## src/rtl/axi_mem_arbiter_if.sv

```systemverilog
// Client request/response bundle and AXI4 master channels for axi_mem_arbiter.
// The master modport is the arbiter's side; slave is the clients plus the AXI slave.
interface axi_mem_arbiter_if #(
   parameter int NUM_M  = 2,
   parameter int ADDR_W = 32,
   parameter int DATA_W = 32,
   parameter int ID_W   = 4
);
   logic [NUM_M-1:0]          req_valid_i;
   logic [NUM_M-1:0]          req_ready_o;
   logic [NUM_M-1:0]          req_wen_i;
   logic [NUM_M*ADDR_W-1:0]   req_addr_i;
   logic [NUM_M*3-1:0]        req_size_i;
   logic [NUM_M*DATA_W-1:0]   req_wdata_i;
   logic [NUM_M*DATA_W/8-1:0] req_wstrb_i;
   logic [NUM_M-1:0]          rsp_valid_o;
   logic [DATA_W-1:0]         rsp_rdata_o;
   logic                      rsp_err_o;

   logic                      io_master_awvalid;
   logic                      io_master_awready;
   logic [ADDR_W-1:0]         io_master_awaddr;
   logic [ID_W-1:0]           io_master_awid;
   logic [7:0]                io_master_awlen;
   logic [2:0]                io_master_awsize;
   logic [1:0]                io_master_awburst;

   logic                      io_master_wvalid;
   logic                      io_master_wready;
   logic [DATA_W-1:0]         io_master_wdata;
   logic [DATA_W/8-1:0]       io_master_wstrb;
   logic                      io_master_wlast;

   logic                      io_master_bvalid;
   logic                      io_master_bready;
   logic [1:0]                io_master_bresp;
   logic [ID_W-1:0]           io_master_bid;

   logic                      io_master_arvalid;
   logic                      io_master_arready;
   logic [ADDR_W-1:0]         io_master_araddr;
   logic [ID_W-1:0]           io_master_arid;
   logic [7:0]                io_master_arlen;
   logic [2:0]                io_master_arsize;
   logic [1:0]                io_master_arburst;

   logic                      io_master_rvalid;
   logic                      io_master_rready;
   logic [DATA_W-1:0]         io_master_rdata;
   logic [1:0]                io_master_rresp;
   logic                      io_master_rlast;
   logic [ID_W-1:0]           io_master_rid;

   modport master (
      input  req_valid_i, req_wen_i, req_addr_i, req_size_i, req_wdata_i, req_wstrb_i,
      output req_ready_o, rsp_valid_o, rsp_rdata_o, rsp_err_o,
      output io_master_awvalid, io_master_awaddr, io_master_awid, io_master_awlen,
             io_master_awsize, io_master_awburst,
      input  io_master_awready,
      output io_master_wvalid, io_master_wdata, io_master_wstrb, io_master_wlast,
      input  io_master_wready,
      input  io_master_bvalid, io_master_bresp, io_master_bid,
      output io_master_bready,
      output io_master_arvalid, io_master_araddr, io_master_arid, io_master_arlen,
             io_master_arsize, io_master_arburst,
      input  io_master_arready,
      input  io_master_rvalid, io_master_rdata, io_master_rresp, io_master_rlast, io_master_rid,
      output io_master_rready
   );

   modport slave (
      output req_valid_i, req_wen_i, req_addr_i, req_size_i, req_wdata_i, req_wstrb_i,
      input  req_ready_o, rsp_valid_o, rsp_rdata_o, rsp_err_o,
      input  io_master_awvalid, io_master_awaddr, io_master_awid, io_master_awlen,
             io_master_awsize, io_master_awburst,
      output io_master_awready,
      input  io_master_wvalid, io_master_wdata, io_master_wstrb, io_master_wlast,
      output io_master_wready,
      output io_master_bvalid, io_master_bresp, io_master_bid,
      input  io_master_bready,
      input  io_master_arvalid, io_master_araddr, io_master_arid, io_master_arlen,
             io_master_arsize, io_master_arburst,
      output io_master_arready,
      output io_master_rvalid, io_master_rdata, io_master_rresp, io_master_rlast, io_master_rid,
      input  io_master_rready
   );
endinterface

```

## src/rtl/axi_mem_arbiter.sv

```systemverilog
// Round-robin arbiter folding NUM_M single-beat memory clients onto one AXI4 master port,
// one outstanding transaction at a time; the AXI ID carries the granted client index.
module axi_mem_arbiter #(
   parameter int NUM_M  = 2,
   parameter int ADDR_W = 32,
   parameter int DATA_W = 32,
   parameter int ID_W   = 4
) (
   input logic               clk_i,
   input logic               rst_i,
   axi_mem_arbiter_if.master bus
);
   localparam int GW  = (NUM_M > 1) ? $clog2(NUM_M) : 1;
   localparam int GW1 = GW + 1;
   localparam int SW  = DATA_W / 8;

   typedef enum logic [2:0] {
      S_IDLE,
      S_AR,
      S_R,
      S_AW_W,
      S_B,
      S_RSP
   } state_t;

   state_t            state_q;
   state_t            state_d;

   logic [GW-1:0]     rr_q;
   logic [GW-1:0]     g_q;
   logic [GW-1:0]     gnt_idx;
   logic              gnt_found;
   logic [GW1-1:0]    scan;
   logic              accept;
   logic              aw_done_q;
   logic              w_done_q;
   logic              aw_hs;
   logic              w_hs;
   logic              r_last_hs;
   logic              b_hs;
   logic [ID_W-1:0]   g_id;

   logic [ADDR_W-1:0] addr_q;
   logic [2:0]        size_q;
   logic [DATA_W-1:0] wdata_q;
   logic [SW-1:0]     wstrb_q;
   logic [DATA_W-1:0] rdata_q;
   logic              err_q;

   // First valid client at or after the rr pointer, wrapping NUM_M-1 -> 0.
   always_comb begin
      gnt_found = 1'b0;
      gnt_idx   = '0;
      scan      = '0;
      for (int i = 0; i < NUM_M; i++) begin
         scan = {1'b0, rr_q} + GW1'(i);
         if (scan >= GW1'(NUM_M)) begin
            scan = scan - GW1'(NUM_M);
         end
         if (!gnt_found && bus.req_valid_i[scan[GW-1:0]]) begin
            gnt_found = 1'b1;
            gnt_idx   = scan[GW-1:0];
         end
      end
   end

   assign accept    = (state_q == S_IDLE) && gnt_found;
   assign aw_hs     = (state_q == S_AW_W) && !aw_done_q && bus.io_master_awready;
   assign w_hs      = (state_q == S_AW_W) && !w_done_q && bus.io_master_wready;
   assign r_last_hs = (state_q == S_R) && bus.io_master_rvalid && bus.io_master_rlast;
   assign b_hs      = (state_q == S_B) && bus.io_master_bvalid;
   assign g_id      = ID_W'(g_q);

   always_ff @(posedge clk_i or negedge rst_i) begin
      if (!rst_i) begin
         state_q <= S_IDLE;
      end else begin
         state_q <= state_d;
      end
   end

   always_comb begin
      state_d = state_q;
      case (state_q)
         S_IDLE: begin
            if (gnt_found) begin
               state_d = bus.req_wen_i[gnt_idx] ? S_AW_W : S_AR;
            end
         end
         S_AR: begin
            if (bus.io_master_arready) begin
               state_d = S_R;
            end
         end
         S_R: begin
            if (r_last_hs) begin
               state_d = S_RSP;
            end
         end
         // The two channels may complete in either order or together.
         S_AW_W: begin
            if ((aw_done_q || aw_hs) && (w_done_q || w_hs)) begin
               state_d = S_B;
            end
         end
         S_B: begin
            if (b_hs) begin
               state_d = S_RSP;
            end
         end
         S_RSP:   state_d = S_IDLE;
         default: state_d = S_IDLE;
      endcase
   end

   always_comb begin
      bus.req_ready_o       = '0;
      bus.rsp_valid_o       = '0;
      bus.io_master_arvalid = 1'b0;
      bus.io_master_rready  = 1'b0;
      bus.io_master_awvalid = 1'b0;
      bus.io_master_wvalid  = 1'b0;
      bus.io_master_bready  = 1'b0;
      case (state_q)
         S_IDLE: begin
            if (gnt_found) begin
               bus.req_ready_o = NUM_M'(1) << gnt_idx;
            end
         end
         S_AR:   bus.io_master_arvalid = 1'b1;
         S_R:    bus.io_master_rready  = 1'b1;
         S_AW_W: begin
            bus.io_master_awvalid = !aw_done_q;
            bus.io_master_wvalid  = !w_done_q;
         end
         S_B:    bus.io_master_bready  = 1'b1;
         S_RSP:  bus.rsp_valid_o       = NUM_M'(1) << g_q;
         default: begin
         end
      endcase
   end

   always_ff @(posedge clk_i or negedge rst_i) begin
      if (!rst_i) begin
         rr_q      <= '0;
         g_q       <= '0;
         aw_done_q <= 1'b0;
         w_done_q  <= 1'b0;
         rdata_q   <= '0;
         err_q     <= 1'b0;
      end else begin
         if (accept) begin
            g_q       <= gnt_idx;
            rr_q      <= (gnt_idx == GW'(NUM_M - 1)) ? '0 : gnt_idx + 1'b1;
            aw_done_q <= 1'b0;
            w_done_q  <= 1'b0;
         end
         if (aw_hs) begin
            aw_done_q <= 1'b1;
         end
         if (w_hs) begin
            w_done_q <= 1'b1;
         end
         // A response whose ID does not name the granted client is reported as an error.
         if (r_last_hs) begin
            rdata_q <= bus.io_master_rdata;
            err_q   <= (bus.io_master_rresp != 2'b00) || (bus.io_master_rid != g_id);
         end
         if (b_hs) begin
            rdata_q <= '0;
            err_q   <= (bus.io_master_bresp != 2'b00) || (bus.io_master_bid != g_id);
         end
      end
   end

   always_ff @(posedge clk_i) begin
      if (accept) begin
         addr_q  <= bus.req_addr_i[32'(gnt_idx) * ADDR_W +: ADDR_W];
         size_q  <= bus.req_size_i[32'(gnt_idx) * 3 +: 3];
         wdata_q <= bus.req_wdata_i[32'(gnt_idx) * DATA_W +: DATA_W];
         wstrb_q <= bus.req_wstrb_i[32'(gnt_idx) * SW +: SW];
      end
   end

   assign bus.io_master_araddr  = addr_q;
   assign bus.io_master_arid    = g_id;
   assign bus.io_master_arlen   = 8'd0;
   assign bus.io_master_arsize  = size_q;
   assign bus.io_master_arburst = 2'b01;

   assign bus.io_master_awaddr  = addr_q;
   assign bus.io_master_awid    = g_id;
   assign bus.io_master_awlen   = 8'd0;
   assign bus.io_master_awsize  = size_q;
   assign bus.io_master_awburst = 2'b01;

   assign bus.io_master_wdata   = wdata_q;
   assign bus.io_master_wstrb   = wstrb_q;
   assign bus.io_master_wlast   = 1'b1;

   assign bus.rsp_rdata_o       = rdata_q;
   assign bus.rsp_err_o         = err_q;
endmodule
```

## src/flat_wrapper.sv

```systemverilog
// flat-port wrapper written by rule: the top's interface ports become plain ports
module axi_mem_arbiter_flat 
#(
   parameter int NUM_M  = 2,
   parameter int ADDR_W = 32,
   parameter int DATA_W = 32,
   parameter int ID_W   = 4
)
  (clk_i, rst_i, bus_req_valid_i, bus_req_wen_i, bus_req_addr_i, bus_req_size_i, bus_req_wdata_i, bus_req_wstrb_i, bus_req_ready_o, bus_rsp_valid_o, bus_rsp_rdata_o, bus_rsp_err_o, bus_io_master_awvalid, bus_io_master_awaddr, bus_io_master_awid, bus_io_master_awlen, bus_io_master_awsize, bus_io_master_awburst, bus_io_master_awready, bus_io_master_wvalid, bus_io_master_wdata, bus_io_master_wstrb, bus_io_master_wlast, bus_io_master_wready, bus_io_master_bvalid, bus_io_master_bresp, bus_io_master_bid, bus_io_master_bready, bus_io_master_arvalid, bus_io_master_araddr, bus_io_master_arid, bus_io_master_arlen, bus_io_master_arsize, bus_io_master_arburst, bus_io_master_arready, bus_io_master_rvalid, bus_io_master_rdata, bus_io_master_rresp, bus_io_master_rlast, bus_io_master_rid, bus_io_master_rready);
  axi_mem_arbiter_if #(.NUM_M(NUM_M), .ADDR_W(ADDR_W), .DATA_W(DATA_W), .ID_W(ID_W)) bus_i ();
  input logic clk_i;
  input logic rst_i;
  input wire logic [$bits(bus_i.req_valid_i)-1:0] bus_req_valid_i;
  input wire logic [$bits(bus_i.req_wen_i)-1:0] bus_req_wen_i;
  input wire logic [$bits(bus_i.req_addr_i)-1:0] bus_req_addr_i;
  input wire logic [$bits(bus_i.req_size_i)-1:0] bus_req_size_i;
  input wire logic [$bits(bus_i.req_wdata_i)-1:0] bus_req_wdata_i;
  input wire logic [$bits(bus_i.req_wstrb_i)-1:0] bus_req_wstrb_i;
  output wire logic [$bits(bus_i.req_ready_o)-1:0] bus_req_ready_o;
  output wire logic [$bits(bus_i.rsp_valid_o)-1:0] bus_rsp_valid_o;
  output wire logic [$bits(bus_i.rsp_rdata_o)-1:0] bus_rsp_rdata_o;
  output wire logic [$bits(bus_i.rsp_err_o)-1:0] bus_rsp_err_o;
  output wire logic [$bits(bus_i.io_master_awvalid)-1:0] bus_io_master_awvalid;
  output wire logic [$bits(bus_i.io_master_awaddr)-1:0] bus_io_master_awaddr;
  output wire logic [$bits(bus_i.io_master_awid)-1:0] bus_io_master_awid;
  output wire logic [$bits(bus_i.io_master_awlen)-1:0] bus_io_master_awlen;
  output wire logic [$bits(bus_i.io_master_awsize)-1:0] bus_io_master_awsize;
  output wire logic [$bits(bus_i.io_master_awburst)-1:0] bus_io_master_awburst;
  input wire logic [$bits(bus_i.io_master_awready)-1:0] bus_io_master_awready;
  output wire logic [$bits(bus_i.io_master_wvalid)-1:0] bus_io_master_wvalid;
  output wire logic [$bits(bus_i.io_master_wdata)-1:0] bus_io_master_wdata;
  output wire logic [$bits(bus_i.io_master_wstrb)-1:0] bus_io_master_wstrb;
  output wire logic [$bits(bus_i.io_master_wlast)-1:0] bus_io_master_wlast;
  input wire logic [$bits(bus_i.io_master_wready)-1:0] bus_io_master_wready;
  input wire logic [$bits(bus_i.io_master_bvalid)-1:0] bus_io_master_bvalid;
  input wire logic [$bits(bus_i.io_master_bresp)-1:0] bus_io_master_bresp;
  input wire logic [$bits(bus_i.io_master_bid)-1:0] bus_io_master_bid;
  output wire logic [$bits(bus_i.io_master_bready)-1:0] bus_io_master_bready;
  output wire logic [$bits(bus_i.io_master_arvalid)-1:0] bus_io_master_arvalid;
  output wire logic [$bits(bus_i.io_master_araddr)-1:0] bus_io_master_araddr;
  output wire logic [$bits(bus_i.io_master_arid)-1:0] bus_io_master_arid;
  output wire logic [$bits(bus_i.io_master_arlen)-1:0] bus_io_master_arlen;
  output wire logic [$bits(bus_i.io_master_arsize)-1:0] bus_io_master_arsize;
  output wire logic [$bits(bus_i.io_master_arburst)-1:0] bus_io_master_arburst;
  input wire logic [$bits(bus_i.io_master_arready)-1:0] bus_io_master_arready;
  input wire logic [$bits(bus_i.io_master_rvalid)-1:0] bus_io_master_rvalid;
  input wire logic [$bits(bus_i.io_master_rdata)-1:0] bus_io_master_rdata;
  input wire logic [$bits(bus_i.io_master_rresp)-1:0] bus_io_master_rresp;
  input wire logic [$bits(bus_i.io_master_rlast)-1:0] bus_io_master_rlast;
  input wire logic [$bits(bus_i.io_master_rid)-1:0] bus_io_master_rid;
  output wire logic [$bits(bus_i.io_master_rready)-1:0] bus_io_master_rready;
  assign bus_i.req_valid_i = bus_req_valid_i;
  assign bus_i.req_wen_i = bus_req_wen_i;
  assign bus_i.req_addr_i = bus_req_addr_i;
  assign bus_i.req_size_i = bus_req_size_i;
  assign bus_i.req_wdata_i = bus_req_wdata_i;
  assign bus_i.req_wstrb_i = bus_req_wstrb_i;
  assign bus_req_ready_o = bus_i.req_ready_o;
  assign bus_rsp_valid_o = bus_i.rsp_valid_o;
  assign bus_rsp_rdata_o = bus_i.rsp_rdata_o;
  assign bus_rsp_err_o = bus_i.rsp_err_o;
  assign bus_io_master_awvalid = bus_i.io_master_awvalid;
  assign bus_io_master_awaddr = bus_i.io_master_awaddr;
  assign bus_io_master_awid = bus_i.io_master_awid;
  assign bus_io_master_awlen = bus_i.io_master_awlen;
  assign bus_io_master_awsize = bus_i.io_master_awsize;
  assign bus_io_master_awburst = bus_i.io_master_awburst;
  assign bus_i.io_master_awready = bus_io_master_awready;
  assign bus_io_master_wvalid = bus_i.io_master_wvalid;
  assign bus_io_master_wdata = bus_i.io_master_wdata;
  assign bus_io_master_wstrb = bus_i.io_master_wstrb;
  assign bus_io_master_wlast = bus_i.io_master_wlast;
  assign bus_i.io_master_wready = bus_io_master_wready;
  assign bus_i.io_master_bvalid = bus_io_master_bvalid;
  assign bus_i.io_master_bresp = bus_io_master_bresp;
  assign bus_i.io_master_bid = bus_io_master_bid;
  assign bus_io_master_bready = bus_i.io_master_bready;
  assign bus_io_master_arvalid = bus_i.io_master_arvalid;
  assign bus_io_master_araddr = bus_i.io_master_araddr;
  assign bus_io_master_arid = bus_i.io_master_arid;
  assign bus_io_master_arlen = bus_i.io_master_arlen;
  assign bus_io_master_arsize = bus_i.io_master_arsize;
  assign bus_io_master_arburst = bus_i.io_master_arburst;
  assign bus_i.io_master_arready = bus_io_master_arready;
  assign bus_i.io_master_rvalid = bus_io_master_rvalid;
  assign bus_i.io_master_rdata = bus_io_master_rdata;
  assign bus_i.io_master_rresp = bus_io_master_rresp;
  assign bus_i.io_master_rlast = bus_io_master_rlast;
  assign bus_i.io_master_rid = bus_io_master_rid;
  assign bus_io_master_rready = bus_i.io_master_rready;
  axi_mem_arbiter #(.NUM_M(NUM_M), .ADDR_W(ADDR_W), .DATA_W(DATA_W), .ID_W(ID_W)) u_core (.clk_i(clk_i), .rst_i(rst_i), .bus(bus_i));
endmodule
```

## config.mk

```make
export PLATFORM = sky130hd
export DESIGN_NAME = axi_mem_arbiter_flat
export DESIGN_NICKNAME = d
export VERILOG_FILES = /design/src/rtl/axi_mem_arbiter_if.sv /design/src/rtl/axi_mem_arbiter.sv /design/src/flat_wrapper.sv
export SDC_FILE = /design/constraint.sdc
export NUM_CORES = 1
export LEC_CHECK = 0
export BUFFER_PORTS_ARGS = -buffer_cell sky130_fd_sc_hd__buf_2
export CAP_MARGIN = 40
export CORE_AREA = 2 2 147 149
export DETAILED_ROUTE_END_ITERATION = 10
export DIE_AREA = 0 0 149 151
export SETUP_SLACK_MARGIN = 0.02
export SYNTH_ARGS = -nofsm -noshare
export SYNTH_HDL_FRONTEND = slang
export SYNTH_SLANG_ARGS = --single-unit
export TNS_END_PERCENT = 20
```

## constraint.sdc

```tcl
create_clock -name clk_i -period 6.17 [get_ports clk_i]
set_clock_uncertainty 0.15 [all_clocks]
set_input_delay 0 -clock clk_i [delete_from_list [all_inputs] [get_ports clk_i]]
set_output_delay 0 -clock clk_i [all_outputs]
set_load 0.05 [all_outputs]
```

* Word level (Yosys, flattened, before mapping)
Index checks and enable logic that the tools add are counted.
** Operators by class
- Add/subtract/negate cells :: 4
- Reductions and logical operators :: 24
- Multiply operators :: 1
- Shift operators :: 6
- Multiplexer cells :: 35
- Equal/unequal tests :: 12
- Order comparisons :: 5
** Operator list (number)
- $shiftx A64 B7 Y32 :: 2
- $mux W32 :: 2
- $mux W1 :: 23
- $mux W3 :: 5
- $pmux W3 S5 :: 1
- $logic_and A1 B1 Y1 :: 10
- $reduce_bool A2 Y1 :: 5
- $mux W2 :: 4
- $ne A4 B1 Y1 :: 2
- $shiftx A8 B4 Y4 :: 1
- $eq A3 B2 Y1 const B :: 2
- $eq A3 B3 Y1 const B :: 2
- $lt A1 B2 Y1 const B :: 3
- $ne A2 B1 Y1 const B :: 3
- $shiftx A6 B4 Y3 :: 1
- $reduce_and A5 Y1 :: 1
- $logic_or A1 B1 Y1 :: 4
- $ne A2 B2 Y1 const B :: 2
- $shl A1 B1 Y2 const A :: 2
- $eq A3 B1 Y1 const B :: 1
- $logic_not A1 Y1 :: 3
- $logic_not A3 Y1 :: 1
- $mul A1 B2 Y3 const B :: 1
- $add A1 B1 Y2 const B :: 1
- 4 further kinds :: 5
** Storage, ports and cells
- Logic and storage cells :: 98
- Bits in registers :: 111

* Longest topological paths before layout
Gate-level depths: netlist (run 1).
- Depth after elaboration :: 13
- Depth in mapped cells :: 5
- Mapped depth without buffers :: 4

* Least setup slack after synthesis (run 1)
No wires, ideal clock.
- Path type :: reg-to-reg
- From :: register u_core.state_q[1]
- To :: register u_core.addr_q[0] (netlist: u_core.bus.io_master_araddr[0]) (enable)
- Arrival :: 2.302 ns
- Stages on the path, launching flop included :: 5
- Path slack :: 3.293 ns
- Path buffers :: 1
- Clock period less this slack :: 2.877 ns
- Required time :: 5.595 ns
- Cell sequence :: dfrtp_1 > buf_2 > nor3_1 > o21ai_1 > inv_1
** On the way
- Word-level cells in the longest chain between the ends :: 2
** RTL lines
- start, declared :: RTL line axi_mem_arbiter.sv:26 : state_t state_q;
- start signal, assigned :: RTL line axi_mem_arbiter.sv:78 : state_q <= state_d;
- $logic_not A3 Y1 :: RTL line axi_mem_arbiter.sv:67 : assign accept = (state_q == S_IDLE) && gnt_found;
- $logic_and A1 B1 Y1 :: RTL line axi_mem_arbiter.sv:67
- net u_core.accept :: RTL line axi_mem_arbiter.sv:34 : logic accept;
- end signal, assigned :: RTL line axi_mem_arbiter.sv:178 : addr_q <= bus.req_addr_i[32'(gnt_idx) * ADDR_W +: ADDR_W];
- end, declared :: RTL line axi_mem_arbiter.sv:43 : logic [ADDR_W-1:0] addr_q;
The timed path passes the listed nets, and every way through them passes these cells.
A chain may end at the register's enable or synchronous reset.

* Worst setup path in the final report (run 1)
- From :: register u_core.rr_q
- To :: register u_core.wdata_q[12] (netlist: u_core.bus.io_master_wdata[12]) (data pin)
** On the way
- Word-level cells in the longest chain between the ends :: 9
- Elaborated cells on any way between the ends :: 17
- Classes of those cells :: add/sub: 3; order compare: 2; shift: 1; mux: 9; reduce/logical: 2
** RTL lines
- start, declared :: RTL line axi_mem_arbiter.sv:29 : logic [GW-1:0] rr_q;
- start signal, assigned :: RTL line axi_mem_arbiter.sv:154 : rr_q <= (gnt_idx == GW'(NUM_M - 1)) ? '0 : gnt_idx + 1'b1;
- $ge A1 B2 Y1 or $sub A1 B1 Y1 (tied branches) :: RTL line axi_mem_arbiter.sv:57, axi_mem_arbiter.sv:58
- $mux W1 :: RTL line axi_mem_arbiter.sv:57 : if (scan >= GW1'(NUM_M)) begin
- $mux W1 (not written as such) (2 in series) :: RTL line axi_mem_arbiter.sv:60 : if (!gnt_found && bus.req_valid_i[scan[GW-1:0]]) begin
- $mux W1 :: RTL line axi_mem_arbiter.sv:60
- $logic_not A1 Y1 :: RTL line axi_mem_arbiter.sv:60
- $logic_and A1 B1 Y1 :: RTL line axi_mem_arbiter.sv:60
- $mux W1 * :: RTL line axi_mem_arbiter.sv:60
- $shiftx A64 B7 Y32 * :: RTL line axi_mem_arbiter.sv:180 : wdata_q <= bus.req_wdata_i[32'(gnt_idx) * DATA_W +: DATA_W];
- end signal, assigned :: RTL line axi_mem_arbiter.sv:180
- end, declared :: RTL line axi_mem_arbiter.sv:45 : logic [DATA_W-1:0] wdata_q;
Every way passes the cells marked *; elsewhere a longest branch is shown, timed or not. The select of a mux whose other input is x is not followed.

==> results of run 1 <==
## state kept, by name, summed over array words and instances (netlist names)
name and cells:
u_core.g_q 1, u_core.bus.io_master_araddr 32, u_core.rr_q 1, u_core.state_q 3
u_core.aw_done_q 1, u_core.bus.rsp_err_o 1, u_core.bus.io_master_wdata 32, u_core.bus.rsp_rdata_o 32
u_core.bus.io_master_arsize 3, u_core.w_done_q 1, u_core.bus.io_master_wstrb 4
## layout by cell type, fill, tap and decap left out, types with 3 or more instances in the layout
cell | netlist | final
buf_2 | 15 | 347
dlygate4sd3_1 | 0 | 189
mux2_2 | 71 | 71
edfxtp_1 | 71 | 71
dfrtp_1 | 40 | 40
a22o_1 | 32 | 32
conb_1 | 2 | 27
nor2_1 | 10 | 10
clkbuf_16 | 0 | 9
nand2_1 | 7 | 6
nor3_1 | 4 | 4
a21oi_1 | 4 | 4
clkinv_2 | 0 | 3
inv_6 | 0 | 3
buf_4 | 64 | 3
## path summary, 6_finish.rpt
kind                                                        to  slack (ns)
worst min register to register                     u_core.rr_q        0.34
max in group asynchronous            u_core.bus.rsp_rdata_o[9]        4.35
worst min-delay path                               u_core.rr_q        0.02
worst max register to register  u_core.bus.io_master_wdata[12]        3.53
worst max-delay path            u_core.bus.io_master_wdata[12]        3.53
min in group asynchronous           u_core.bus.rsp_rdata_o[15]        0.54
## per-layer routing
layer  wire length, microns  share of wire [%]
met1                   6480                 36
met2                   9760                 55
met3                   1250                7.0
met4                    286                1.6
met5                      0                  0
## power by group
part / internal [W] / switching [W] / total, W
Clock: 0.000281 / 0.000288 / 0.000569
Sequential: 0.00108 / 0.000153 / 0.00123
Combinational: 0.000589 / 0.00144 / 0.00203
## layout make-up
cell class / count / area (sq um) / area share, %
Timing Repair Buffer: 542 / 3720 / 41.2
Inverter: 3 / 12.5 / 0.139
Multi-Input combinational cell: 186 / 1540 / 17.0
Antenna cell: 1 / 2.50 / 0.0277
Tap cell: 275 / 344 / 3.81
Clock buffer: 9 / 225 / 2.50
Sequential cell: 111 / 3130 / 34.7
Clock inverter: 7 / 55.1 / 0.610
## metrics by stage
step | hold slack, ns | cells | setup WS (ns) | utilization (%) | power, W
after floorplan | -0.446 | 380 | 3.29 | - | 0.00272
after global placement | 0.0343 | 925 | 3.81 | 32.6 | 0.00308
after detailed placement | -0.230 | 928 | 3.91 | 32.9 | 0.00310
after CTS | 0.00392 | 1133 | 3.52 | 43.3 | 0.00384
after global routing | 0.0244 | 1134 | 3.41 | 43.3 | 0.00399
final | 0.0237 | 1134 | 3.53 | 43.3 | 0.00383
## worst min-delay path: stages
cell	delay (ns)
buf_2	0.11
o21ai_1	0.16
a21o_1	0.21
## cell families after synthesis
kind of cell	share of synthesized area (%)
other	0.146
AO/OA/AOI/OAI	7.37
AND/OR/NAND/NOR	4.06
buffers and inverters	11.2
XOR/XNOR	0.341
flip-flops	60.9
multiplexers	16.0
## repair_timing
| item | in CTS | in global routing |
|---|---|---|
| hold buffers | 189 | 0 |
| gates resized for setup | 0 | 0 |
| hold endpoints to repair | 150 | 0 |
| buffers inserted | 0 | 0 |
==> impl_results.md, run 1 <==
- Status: finished, final reports clean
- Synth unique cells: 37
- Post-Syn Area: roughly 5100 sq um
- Core Rows: 53
- Cell Chain, Critical Path: nand2b_1, nand2_4, buf_16, mux2_2, dlygate4sd3_1
- Drt pass-1 iters: 4
- CTS tree: yes
- Count of state elements after synthesis: about 110
- Global Route Usage Sum: between 10% and 20%
- Worst-Skew Late Latency: 0.35 ns
- Average cell area after synthesis: around 14 sq um
- Routed Antenna Nets: 0
- Yosys top cell area share: between 40% and 50%
- Clk root buf: clkbuf_16
- Global Route met1 Usage: 15.1%
- Residual DRC: 0
- Critical path type: flip-flop to flip-flop
- Final setup violation count: 0
- Area leader, netlist: edfxtp_1
- Num CTS Buffers: 9
- Worst-Margin Slew: around 0.56 ns
- Lkg Pwr: about 4.2 nW
- Worst Path Arrival: 2.60 ns
- Largest fanout on the critical path: 44
- Fillers: 1959
- Post-synth top cells: edfxtp_1, mux2_2, buf_4
- Post-synth EDFFs: 71
- Post-route cell area: about 9000 sq um
- Fin. Hold Viols: 0
- Buf/Inv on CP: 2
- Max Freq: approximately 380 MHz
- Worst r2r src: u_core.rr_q
- Crit-path slowest cell: dlygate4sd3_1
- Clk slew on worst S/H paths: about 0.080 ns
- Num ports: approximately 380
- Area growth syn-to-layout: 75.4%
- Placed inst area: 6850 sq um
- GRT Max-Usage Layer: met2
- Max-cap violations: 0
- Hold depth: 3
- Critical Path Start: u_core.rr_q
- WL/cell: approximately 16 microns
- Tmin final: between 2 and 3 ns
- Die height: approximately 150 microns
- CP max stage delay: 0.56 ns
- Worst Path Required: ~6.1 ns
- First-pass GRT wire length: roughly 25000 microns
- Core Box Area: around 21000 sq um
- Port Buffers: 347
- Hold path start: bus_req_valid_i[0]
- Pwr per Cell Area: between 400 and 500 nW/um^2
- Initial antenna violation count: 1
- Post-synthesis cell count: around 360
- GR Overflow Total: 0
- Routed vias/inst: approximately 4.1
- Synth warn: 0
- VDD IR max: 0.238 mV
- Crit path launch type: flip-flop
- Crit-path leading delay family: buffers and inverters
- Hold Path Class: input port to flip-flop
- Ys flop type: edfxtp_1
- Final Cycle Share: approximately 43%
- Clk sinks: ~110
- Starting Density: between 20% and 30%
- Slew Limit Fails: 0
- Unrepaired setup endpoints after global routing: no
- Largest net degree at the start of global routing: 45
- CP Depth: 5
- Share of synthesized registers carrying an async set or reset: approximately 36%
- # H-tree levels: 3
- Vias in the first global route: about 4800
- Via count: 4687
- Routability Congestion: about 0.8
- Worst-case clock buffer depth: 2
- R2r worst-path depth: 5
- Post-Route WL: approximately 18000 microns
- DP HPWL: 12200 microns
- Die ar.: between 20000 and 25000 sq um
- DRT iter0 DRCs: 142
- Met2 track demand over resource: ~29%
- Setup_tns: 0 ns
- Top post-synthesis cells by area: edfxtp_1, dfrtp_1, mux2_2, buf_4, a22o_1
- Share of layout cells above drive strength 1: around half
- Post-synthesis sequential area ratio: roughly three fifths
- Die Wd: between 100 and 150 microns
- Max_slew headroom: roughly 63%
- Worst setup EP type: flip-flop
- Nets: between 1000 and 1500
- Met3 Use GR: 4.25%
Power figures use the tool's default switching activity.
==> run 2, diff against run 1 <==
Settings changed: CORE_AREA 2 2 147 149 to 2 2 144 146, DIE_AREA 0 0 149 151 to 0 0 146 148.
Clock period 6.17 ns to 2.3 ns, I/O delays scaled along.
==> impl_results.md, run 2 <==
- Setup WS pre-CTS: between 0.3 and 0.4 ns
- Synth warn: 0
- Average cell area after synthesis: approximately 14 sq um
- Yosys top cell area share: between 40% and 50%
- # H-tree levels: 3
- Post-CTS sizing: 0
- Post CTS Setup Buffer Count: 0
- Die height: approximately 150 microns
- Post-synth EDFFs: roughly 70
- Share of synthesized registers carrying an async set or reset: between 30% and 40%
- Count of state elements after synthesis: 111
- Top post-synthesis cells by area: edfxtp_1, dfrtp_1, mux2_2, buf_4, a22o_1
- Num CTS Buffers: 9
- Post-synthesis sequential area ratio: just over 60%
- Die Wd: 146 microns
- Status: aborted with a tool error
- DP HPWL: ~12000 microns
- Worst-case clock buffer depth: 2
- Starting Density: 25.7%
- Post-Syn Area: about 5100 sq um
- Clk sinks: 111
- Routability Congestion: between 0.7 and 0.8
- Clk root buf: clkbuf_16
- Num ports: about 380
- Error msg: [ERROR RSZ-0060] Max buffer count reached.
- Placed inst area: 6900 sq um
- Post-synthesis cell count: around 360
- Port Buffers: around 350
- Failed at: clock tree synthesis (4_1_cts)
- Post-CTS Hold Buffers: 190
- Post-synth top cells: edfxtp_1, mux2_2, buf_4
- Ys flop type: edfxtp_1
- Core Rows: 52
- Area leader, netlist: edfxtp_1
- Synth unique cells: 37
==> run 2: logic make-up after synthesis <==
logic type	share of synthesized area [%]
AOI/OAI and AO/OA	7.37
DFF	60.9
other	0.146
buffers and inverters	11.2
xor gates and xnor gates	0.341
and+or+nand+nor	4.06
muxes	16.0
==> run 2: through the flow <==
step           TNS (ns)  util [%]  hold WS (ns)  instances
2_1_floorplan     -5.68         -        -0.446        380
3_3_place_gp          0      34.3        0.0324        926
3_5_place_dp          0      34.4        -0.242        927
==> run 3, diff against run 2 <==
Settings changed: CORE_AREA 2 2 144 146 to not set, CORE_MARGIN set to 2, CORE_UTILIZATION set to 25, DIE_AREA 0 0 146 148 to not set, PLACE_DENSITY_LB_ADDON set to 0.15, SETUP_SLACK_MARGIN 0.02 to not set.
Clock period 2.3 ns to 2.99 ns, I/O delays scaled along.
==> impl_results.md, run 3 <==
- Status: aborted with a tool error
- Failed at: clock tree synthesis (4_1_cts)
- Error msg: [ERROR RSZ-0060] Max buffer count reached.
- Starting Density: between 20 and 30%
- Post-CTS Hold Buffers: ~190
- Yosys top cell area share: about two fifths
- Die height: approximately 150 microns
- Port Buffers: 347
- Count of state elements after synthesis: about 110
- Post-synthesis sequential area ratio: between 60% and 70%
- Area leader, netlist: edfxtp_1
- Post CTS Setup Buffer Count: 0
- Clk sinks: 111
- Post-synth top cells: edfxtp_1, mux2_2, buf_4
- Core Rows: 52
- Num ports: between 300 and 400
- Post-synthesis cell count: about 360
- Share of synthesized registers carrying an async set or reset: 36.0%
- DP HPWL: approximately 11000 microns
- Synth unique cells: 37
- Post-synth EDFFs: about 70
- Routability Congestion: between 0.7 and 0.8
- Num CTS Buffers: 9
- Post-Syn Area: between 5000 and 6000 sq um
- Top post-synthesis cells by area: edfxtp_1, dfrtp_1, mux2_2, buf_4, a22o_1
- # H-tree levels: 3
- Worst-case clock buffer depth: 2
- Average cell area after synthesis: between 10 and 15 sq um
- Clk root buf: clkbuf_16
- Placed cell count: between 900 and 1000
- Synth warn: 0
- Post-CTS sizing: 0
- Ys flop type: edfxtp_1
- Die Wd: 147 microns
[run 3: cell counts after synthesis]
No cell type changed its count.
[run 3: metrics by stage]
step | setup WS, ns | cell area (sq um)
floorplan | 0.113 | 5240
global placement | 0.701 | 6800
detailed placement | 0.866 | 6830
[run 3: kinds of logic after synthesis]
logic type	count (synthesis)	synth area share (%)
compound gates	47	7.37
buf+inv	83	11.2
flops	111	60.9
mux	73	16.0
simple gates	37	4.06
xor+xnor	2	0.341
other cells	2	0.146
